### config.mk
export PLATFORM = sky130hd
export DESIGN_NAME = jstepseq_flat
export DESIGN_NICKNAME = d
export VERILOG_FILES = /design/src/rtl/jcpu_pkg.sv /design/src/rtl/jstepseq_if.sv /design/src/rtl/jstepseq_phasegen.sv /design/src/rtl/jstepseq.sv /design/src/flat_wrapper.sv
export SDC_FILE = /design/constraint.sdc
export NUM_CORES = 1
export LEC_CHECK = 0
export ABC_CLOCK_PERIOD_IN_PS = 2100
export CAP_MARGIN = 20
export CORE_MARGIN = 3
export CORE_UTILIZATION = 48
export CTS_CLUSTER_SIZE = 40
export DETAILED_ROUTE_END_ITERATION = 12
export PLACE_DENSITY = 0.93
export SLEW_MARGIN = 20
export SYNTH_ARGS = -nofsm -noshare
export SYNTH_HDL_FRONTEND = slang
export SYNTH_SLANG_ARGS = --single-unit
### constraint.sdc
create_clock -name clk -period 2.1 [get_ports clk]
set_clock_uncertainty 0.05 [all_clocks]
set_input_delay 0.21 -clock clk [delete_from_list [all_inputs] [get_ports clk]]
set_output_delay 0.21 -clock clk [all_outputs]
set_load 0.1 [all_outputs]
### src/rtl/jcpu_pkg.sv
// Shared types for the jcpu step sequencer: machine-cycle phase and sequencer
// state enums, plus the phase successor helper.
package jcpu_pkg;

  typedef enum logic [1:0] {
    PH0 = 2'd0,
    PH1 = 2'd1,
    PH2 = 2'd2,
    PH3 = 2'd3
  } phase_e;

  typedef enum logic [1:0] {
    RUN  = 2'd0,
    WAIT = 2'd1,
    HALT = 2'd2
  } state_e;

  // PH3 wraps back to PH0.
  function automatic phase_e phase_next(input phase_e ph);
    return phase_e'(ph + 2'd1);
  endfunction

endpackage

### src/rtl/jstepseq_if.sv
// Control and machine-clock bundle of the step sequencer. The master side
// drives the control levels/pulses; the slave side is the sequencer.
interface jstepseq_if #(
  parameter int NSTEPS = 6,
  parameter int SW     = $clog2(NSTEPS)
) ();

  logic              run;
  logic              step_req;
  logic              halt;
  logic              done;
  logic              wclk;
  logic              wclkd;
  logic              wclke;
  logic              wclks;
  logic [NSTEPS-1:0] bos;
  logic [SW-1:0]     stepno;
  logic              halted;
  logic              cyc_end;

  modport master (
    output run, step_req, halt, done,
    input  wclk, wclkd, wclke, wclks, bos, stepno, halted, cyc_end
  );

  modport slave (
    input  run, step_req, halt, done,
    output wclk, wclkd, wclke, wclks, bos, stepno, halted, cyc_end
  );

endinterface

### src/rtl/jstepseq_phasegen.sv
// Four-phase machine clock generator: a 2-bit phase counter that can be held,
// with the wclk/wclkd/wclke/wclks and cyc_end decodes taken from the register.
module jphasegen
  import jcpu_pkg::*;
(
  input  logic   clk,
  input  logic   reset,
  input  logic   hold,
  output phase_e ph,
  output logic   wclk,
  output logic   wclkd,
  output logic   wclke,
  output logic   wclks,
  output logic   cyc_end
);

  phase_e ph_q;
  phase_e ph_d;

  always_comb begin
    ph_d = hold ? ph_q : phase_next(ph_q);
  end

  always_ff @(posedge clk or negedge reset) begin
    if (!reset) begin
      ph_q <= PH0;
    end else begin
      ph_q <= ph_d;
    end
  end

  // Decodes come straight off the phase flop, so async reset reaches them at once.
  always_comb begin
    wclk    = (ph_q == PH0) || (ph_q == PH1);
    wclkd   = (ph_q == PH1) || (ph_q == PH2);
    wclke   = wclk | wclkd;
    wclks   = wclk & wclkd;
    cyc_end = (ph_q == PH3);
  end

  assign ph = ph_q;

endmodule

### src/rtl/jstepseq.sv
// One-hot instruction step sequencer: owns the step register, the RUN/WAIT/HALT
// state and the single-step request flag; phases come from jphasegen.
module jstepseq
  import jcpu_pkg::*;
#(
  parameter int NSTEPS = 6,
  parameter int SW     = $clog2(NSTEPS)
) (
  input  logic       clk,
  input  logic       reset,
  jstepseq_if.slave  bus
);

  localparam logic [SW-1:0]     LAST_STEP = SW'(NSTEPS - 1);
  localparam logic [NSTEPS-1:0] FIRST_BOS = NSTEPS'(1);

  state_e            state_q, state_d;
  logic [NSTEPS-1:0] bos_q, bos_d;
  logic [SW-1:0]     stepno_q, stepno_d;
  logic              pend_q, pend_d;

  phase_e ph;
  logic   hold;
  logic   start;
  logic   step_acc;
  logic   wclk, wclkd, wclke, wclks, cyc_end;

  jphasegen u_phasegen (
    .clk     (clk),
    .reset   (reset),
    .hold    (hold),
    .ph      (ph),
    .wclk    (wclk),
    .wclkd   (wclkd),
    .wclke   (wclke),
    .wclks   (wclks),
    .cyc_end (cyc_end)
  );

  // PH0 is the only point where a new machine cycle may begin; both the
  // post-reset hold and WAIT are simply "PH0 without a reason to start".
  always_comb begin
    start    = (ph == PH0) && (state_q != HALT) && (bus.run || pend_q);
    hold     = (ph == PH0) && !start;
    step_acc = bus.step_req && (state_q != HALT) && !((state_q == RUN) && bus.run);

    state_d  = state_q;
    bos_d    = bos_q;
    stepno_d = stepno_q;
    pend_d   = start ? 1'b0 : (pend_q | step_acc);

    if (state_q != HALT) begin
      if (ph == PH0) begin
        state_d = start ? RUN : WAIT;
      end else if (ph == PH3) begin
        // halt outranks done, done outranks the normal advance/wrap
        if (bus.halt) begin
          state_d  = HALT;
          bos_d    = '0;
          stepno_d = '0;
        end else begin
          state_d = bus.run ? RUN : WAIT;
          if (bus.done || (stepno_q == LAST_STEP)) begin
            bos_d    = FIRST_BOS;
            stepno_d = '0;
          end else begin
            bos_d    = {bos_q[NSTEPS-2:0], 1'b0};
            stepno_d = stepno_q + SW'(1);
          end
        end
      end
    end
  end

  always_ff @(posedge clk or negedge reset) begin
    if (!reset) begin
      state_q  <= RUN;
      bos_q    <= FIRST_BOS;
      stepno_q <= '0;
      pend_q   <= 1'b0;
    end else begin
      state_q  <= state_d;
      bos_q    <= bos_d;
      stepno_q <= stepno_d;
      pend_q   <= pend_d;
    end
  end

  assign bus.wclk    = wclk;
  assign bus.wclkd   = wclkd;
  assign bus.wclke   = wclke;
  assign bus.wclks   = wclks;
  assign bus.cyc_end = cyc_end;
  assign bus.bos     = bos_q;
  assign bus.stepno  = stepno_q;
  assign bus.halted  = (state_q == HALT);

endmodule

### src/flat_wrapper.sv
// flat-port wrapper written by rule: the top's interface ports become plain ports
module jstepseq_flat import jcpu_pkg::*;
#(
  parameter int NSTEPS = 6,
  parameter int SW     = $clog2(NSTEPS)
)
  (clk, reset, bus_run, bus_step_req, bus_halt, bus_done, bus_wclk, bus_wclkd, bus_wclke, bus_wclks, bus_bos, bus_stepno, bus_halted, bus_cyc_end);
  jstepseq_if #(.NSTEPS(NSTEPS), .SW(SW)) bus_i ();
  input  logic clk;
  input  logic reset;
  input wire logic [$bits(bus_i.run)-1:0] bus_run;
  input wire logic [$bits(bus_i.step_req)-1:0] bus_step_req;
  input wire logic [$bits(bus_i.halt)-1:0] bus_halt;
  input wire logic [$bits(bus_i.done)-1:0] bus_done;
  output wire logic [$bits(bus_i.wclk)-1:0] bus_wclk;
  output wire logic [$bits(bus_i.wclkd)-1:0] bus_wclkd;
  output wire logic [$bits(bus_i.wclke)-1:0] bus_wclke;
  output wire logic [$bits(bus_i.wclks)-1:0] bus_wclks;
  output wire logic [$bits(bus_i.bos)-1:0] bus_bos;
  output wire logic [$bits(bus_i.stepno)-1:0] bus_stepno;
  output wire logic [$bits(bus_i.halted)-1:0] bus_halted;
  output wire logic [$bits(bus_i.cyc_end)-1:0] bus_cyc_end;
  assign bus_i.run = bus_run;
  assign bus_i.step_req = bus_step_req;
  assign bus_i.halt = bus_halt;
  assign bus_i.done = bus_done;
  assign bus_wclk = bus_i.wclk;
  assign bus_wclkd = bus_i.wclkd;
  assign bus_wclke = bus_i.wclke;
  assign bus_wclks = bus_i.wclks;
  assign bus_bos = bus_i.bos;
  assign bus_stepno = bus_i.stepno;
  assign bus_halted = bus_i.halted;
  assign bus_cyc_end = bus_i.cyc_end;
  jstepseq #(.NSTEPS(NSTEPS), .SW(SW)) u_core (.clk(clk), .reset(reset), .bus(bus_i));
endmodule
# Word-level counts from Yosys, hierarchy flattened
# Cells that the tools add are included.
# classes
n_addsub,2
eq_ne,6
mux,10
bitwise,4
reduce_logical,17
# ops
operator,n
$mux 6,2
$eq 2x2->1 const B,3
$logic_and 1x1->1,6
$mux 2,3
$mux 3,2
$logic_not 2->1,2
$logic_or 1x1->1,4
$add 3x1->3 const B,1
$eq 3x3->1 const B,1
$mux 1,3
$reduce_and 3->1,1
$add 2x1->2 const B,1
$eq 2x1->1 const B,1
$logic_not 1->1,2
$ne 2x2->1 const B,1
$or 1x1->1,2
$reduce_and 2->1,1
$reduce_bool 2->1,1
$and 1x1->1,1
$not 1->1,1
# totals
regBits,14
in_bits,6
output_inout_bits,15
wordCells,44

# Logic depth before layout (Yosys ltp)
# depth
depth_word,6
ltp_mapped,5
depth_no_buf,5

# Hierarchy
# A second synthesis with hierarchy kept.
# hier_totals
hier_cells,67
area_unflattened_um2,792.0
# by_module_without_submodules
module,n_inst,cells_per_inst,area_each_um2,seq_area_each_um2
jstepseq,1,55,650.6,301.5
jphasegen,1,12,141.4,50.0

# Worst setup path after synthesis
# Ideal clock, no wire load.
# synth_timing
path_kind,reg2out
start,"register u_core.u_phasegen.ph_q[1], in the netlist u_core.u_phasegen.ph[1]"
end,output bus_wclk
arrival_time_ns,1.833
required_time_ns,1.840
setup_slack_ns,0.007
stages_incl_launch_ff,4
path_buffers,0
path_cell_list,dfrtp_1 > inv_1 > ha_1 > or2_2
# synth_between
elab_chain_len,2
elab_cells_between_ends,3
classes_between,1 x eq/ne; 2 x reduce/logical
# synth_rtl
item,line,text
from (decl),jstepseq_phasegen.sv:17,phase_e ph_q;
from (signal assigned),jstepseq_phasegen.sv:28,ph_q <= ph_d;
$eq 2x1->1 / $logic_not 2->1 (equally long branches),jstepseq_phasegen.sv:34,wclk = (ph_q == PH0) || (ph_q == PH1);
$logic_or 1x1->1 (*),jstepseq_phasegen.sv:34,
to (decl),flat_wrapper.sv:15,output wire logic [$bits(bus_i.wclk)-1:0] bus_wclk;
# Mark *: on every way between the ends. The rest lies on a longest branch, timed or not.

# Final worst setup path
# layout_timing
start,"register u_core.u_phasegen.ph_q[0], in the netlist u_core.u_phasegen.ph[0]"
end,output bus_wclk
# Same word-level chain as after synthesis.

==> results.md <==
Outcome:
- The run finished with clean final reports.

STA:
- The share of the cycle needed by the critical path after routing is 87.3%.
- Setup repair after global routing left no endpoint under its margin.
- The maximum clock frequency is 545 MHz.
- The final-report hold violation count is 0.
- After layout, the worst setup slack is around 0.27 ns.
- For the pin with the worst max-slew slack, the measured transition is ~0.62 ns.
- The post-route minimum period is 1.83 ns.
- The setup violation total in the final timing report is 0.
- The number of max-slew violations in the final report is 0.
- The normalized max-slew margin is between 50% and 60%.
- After routing, the total negative slack on setup checks comes to 0 ns.

Floorplanning:
- 21 I/O pins were placed.
- From left edge to right edge, the die measures between 40 and 50 um.
- From bottom edge to top edge, the die measures roughly 44 um.
- The floorplan step defined a core boundary enclosing around 1300 um^2.
- The starting utilization of the core area is between 50% and 60%.
- The number of cell rows is 13.
- The area of the die is ~2000 um^2.

Global routing:
- The first-pass GRT wire length is roughly 2500 um.
- The number of antenna violations at the first check in global routing is 0.
- The number of global-route vias before repair is ~550.
- Across every metal layer, demand over resource in global routing totals 18.1%.
- The total congestion overflow after global routing is 0.
- Entering global routing, the biggest net connects 15 pins.

Setup path:
- The worst setup path is captured at an output port.
- The number of buffers and inverters on the critical path is 2.
- The signal on the critical path passes through inv_1, ha_1, or2_2, buf_12.
- The master of the slowest instance on the critical path is sky130_fd_sc_hd__dfrtp_1.
- The family of cells with the greatest summed delay on the critical path is flip-flops.
- The maximum net fanout on the critical path is 6.
- The endpoint arrival time on the critical path is 1.57 ns.
- Data on the critical path is required at its endpoint by 1.84 ns.
- The critical path start-end classification is register to output port.
- The biggest cell delay along the critical path is around 0.41 ns.
- STA classifies the critical path startpoint as a register.

Clock tree:
- The clock latency reported for the late side of the worst-skew pair is about 0.28 ns.
- The clock passes through at most 2 buffers.
- The clock-pin slew on the worst setup and hold paths is 0.09 ns.
- Counting every sink on the clock net gives 14.
- The clock buffer count from CTS is 3.
- CTS built an H-tree with a depth of 1.
- The number of setup buffers added after CTS is 0.
- The CTS tree is built.
- The number of buffers inserted for hold repair after clock tree synthesis is 0.
- Clock tree synthesis selected as its root buffer the cell sky130_fd_sc_hd__clkbuf_4.
- The number of gates resized after CTS is 0.

Drt:
- The wire length per cell is between 15 and 20 um.
- The via density per instance is roughly 5.9.
- For this run, the detailed router's first-pass iteration total came to 4.
- Summing over every cut layer, the via total after detailed routing is around 580.
- The final layout contains routed wiring with a total length of roughly 1600 um.
- After detailed routing, the number of remaining DRC violations is 0.
- The antenna violation net count after detailed routing is 0.
- The number of DRC markers after the initial detailed-route iteration is 29.

Yosys:
- Yosys instantiated no cell more often than sky130_fd_sc_hd__dfrtp_1.
- The cell area that synthesis handed to floorplanning was between 600 and 700 um^2.
- Sequential cells were found to cover between 50% and 60% of the synthesized design area.
- Counting flops with an async set or reset pin after synthesis yields a share of 100%.
- After synthesis, the mean cell area works out to around 12 um^2.
- Counting instances in the post-synthesis netlist gives the leading cell types as sky130_fd_sc_hd__dfrtp_1 (13), sky130_fd_sc_hd__a22o_1 (8), sky130_fd_sc_hd__ha_1 (6), sky130_fd_sc_hd__inv_1 (6), sky130_fd_sc_hd__o21ai_0 (4).
- The cell type contributing the most total cell area after synthesis is sky130_fd_sc_hd__dfrtp_1.
- In the post-synthesis netlist, the biggest area contributors are sky130_fd_sc_hd__dfrtp_1 (47%), sky130_fd_sc_hd__ha_1 (11%), sky130_fd_sc_hd__a22o_1 (10%).
- Yosys mapped a number of flops with a built-in enable equal to 0.
- Counting every instance in the synthesized netlist gives 60.
- After synthesis the netlist holds a flip-flop and latch count of 14.
- The dominant register cell in the synthesized netlist is sky130_fd_sc_hd__dfrtp_1.
- The net count after synthesis is approximately 70.
- The synthesized netlist contains 25 unique library cells.
- During synthesis, Yosys emitted a total of 0 warnings.
- The top cell type by area accounts for a little under half of the synthesized area.

Cells and area:
- Fill cells in the final layout number 94.
- The footprint of the multi-input gates is approximately 320 um^2.
- Compared with the post-synthesis result, the final layout area differs by 36.6%.
- Registers take approximately 350 um^2.
- The number of antenna diodes in the final layout is 0.
- The fraction of layout instances using a drive strength above 1 is between 20 and 30%.
- The net count of the finished layout is 97.

Place:
- At the end of routability-driven placement, the weighted congestion stood at approximately 0.77.
- Once detailed placement completed, the half-perimeter wirelength came to between 1000 and 1500 um.
- Before CTS, the worst setup slack after placement is ~0.57 ns.
- Buffers placed on the I/O ports in this run total 20.

Hold path:
- The type of the tightest min-delay check is input pin to asynchronous set/reset pin.

Job:
- The count of max-cap constraint violations is 0.
routing by layer:
metal | vias to the layer above | global-route usage [%] | wire [um]
li1 | 265 | - | -
met1 | 291 | 22.7 | 678
met2 | 24 | 30.2 | 805
met3 | 2 | 3.66 | 92
met4 | 0 | 7.23 | 17
met5 | - | 0 | 0
final timing paths:
check	cells after the start	from	slack (ns)	to
setup / recovery	4	u_core.u_phasegen.ph[0]	0.27	bus_wclk
min in group clk	2	bus_halt	0.47	u_core.bus.bos[0]
hold / removal	1	reset	0.25	u_core.state_q[1]
hold reg to reg	2	u_core.bus.bos[0]	0.47	u_core.bus.bos[0]
setup reg to reg	4	u_core.bus.stepno[0]	0.56	u_core.bus.bos[2]
max in group asynchronous	1	reset	1.34	u_core.bus.stepno[1]
registers in the layout, summed over array words and instances, names as in the netlist:
register and count:
u_core.u_phasegen.ph 2, u_core.bus.bos 6, u_core.bus.stepno 3, u_core.state_q 2, u_core.pend_q 1
logic make-up after synthesis:
group                      count (synthesis)  share of synthesized area [%]
xor gates and xnor gates                   1                           1.25
and+or+nand+nor                           10                           9.86
buffers and inverters                      7                           3.76
muxes                                      2                           3.23
AOI/OAI and AO/OA                         20                           20.8
adders and majority gates                  6                           10.8
DFF                                       14                           50.4
per-stage QoR:
stage                     area (um^2)  hold WS (ns)  instances  utilization (%)
after floorplan                   698        -0.136         60                -
after global placement            917         0.438         95             68.8
after detailed placement          917         0.449         95             68.8
after CTS                         953         0.283         99             71.5
after global routing              953         0.306         99             71.5
final                             953         0.255         99             71.5
final cells by class:
type                    count  area share (%)
clock buffers               4            3.81
inverters                   7            2.76
multi-input cells          39            33.6
flip-flops and latches     14            36.9
well taps                  15            1.97
repair buffers             20            21.0
cells in the final DEF, fill, tap and decap left out:
master and count:
sky130_fd_sc_hd__buf_4 12, sky130_fd_sc_hd__clkbuf_4 3, sky130_fd_sc_hd__o31ai_1 1, sky130_fd_sc_hd__ha_1 6, sky130_fd_sc_hd__inv_1 6, sky130_fd_sc_hd__o21a_1 1, sky130_fd_sc_hd__dfstp_2 1, sky130_fd_sc_hd__nor2_1 1
sky130_fd_sc_hd__dfrtp_1 13, sky130_fd_sc_hd__buf_12 3, sky130_fd_sc_hd__clkbuf_8 1, sky130_fd_sc_hd__nand3_1 1, sky130_fd_sc_hd__nand2b_1 1, sky130_fd_sc_hd__nand2b_4 1, sky130_fd_sc_hd__mux2_1 1, sky130_fd_sc_hd__o21ai_1 1
sky130_fd_sc_hd__nor2b_1 1, sky130_fd_sc_hd__xnor2_1 1, sky130_fd_sc_hd__a211o_1 1, sky130_fd_sc_hd__clkdlybuf4s50_1 5, sky130_fd_sc_hd__nand2_1 3, sky130_fd_sc_hd__inv_2 1, sky130_fd_sc_hd__o21ai_0 4, sky130_fd_sc_hd__mux2_2 1
sky130_fd_sc_hd__or2_2 1, sky130_fd_sc_hd__o32ai_1 1, sky130_fd_sc_hd__o211ai_1 1, sky130_fd_sc_hd__a22o_1 8, sky130_fd_sc_hd__a21oi_1 2, sky130_fd_sc_hd__nor3_4 1
Power is left out: the tool's default activity adds up to more than one toggle a clock period on the data nets, which glitch-free logic cannot reach.
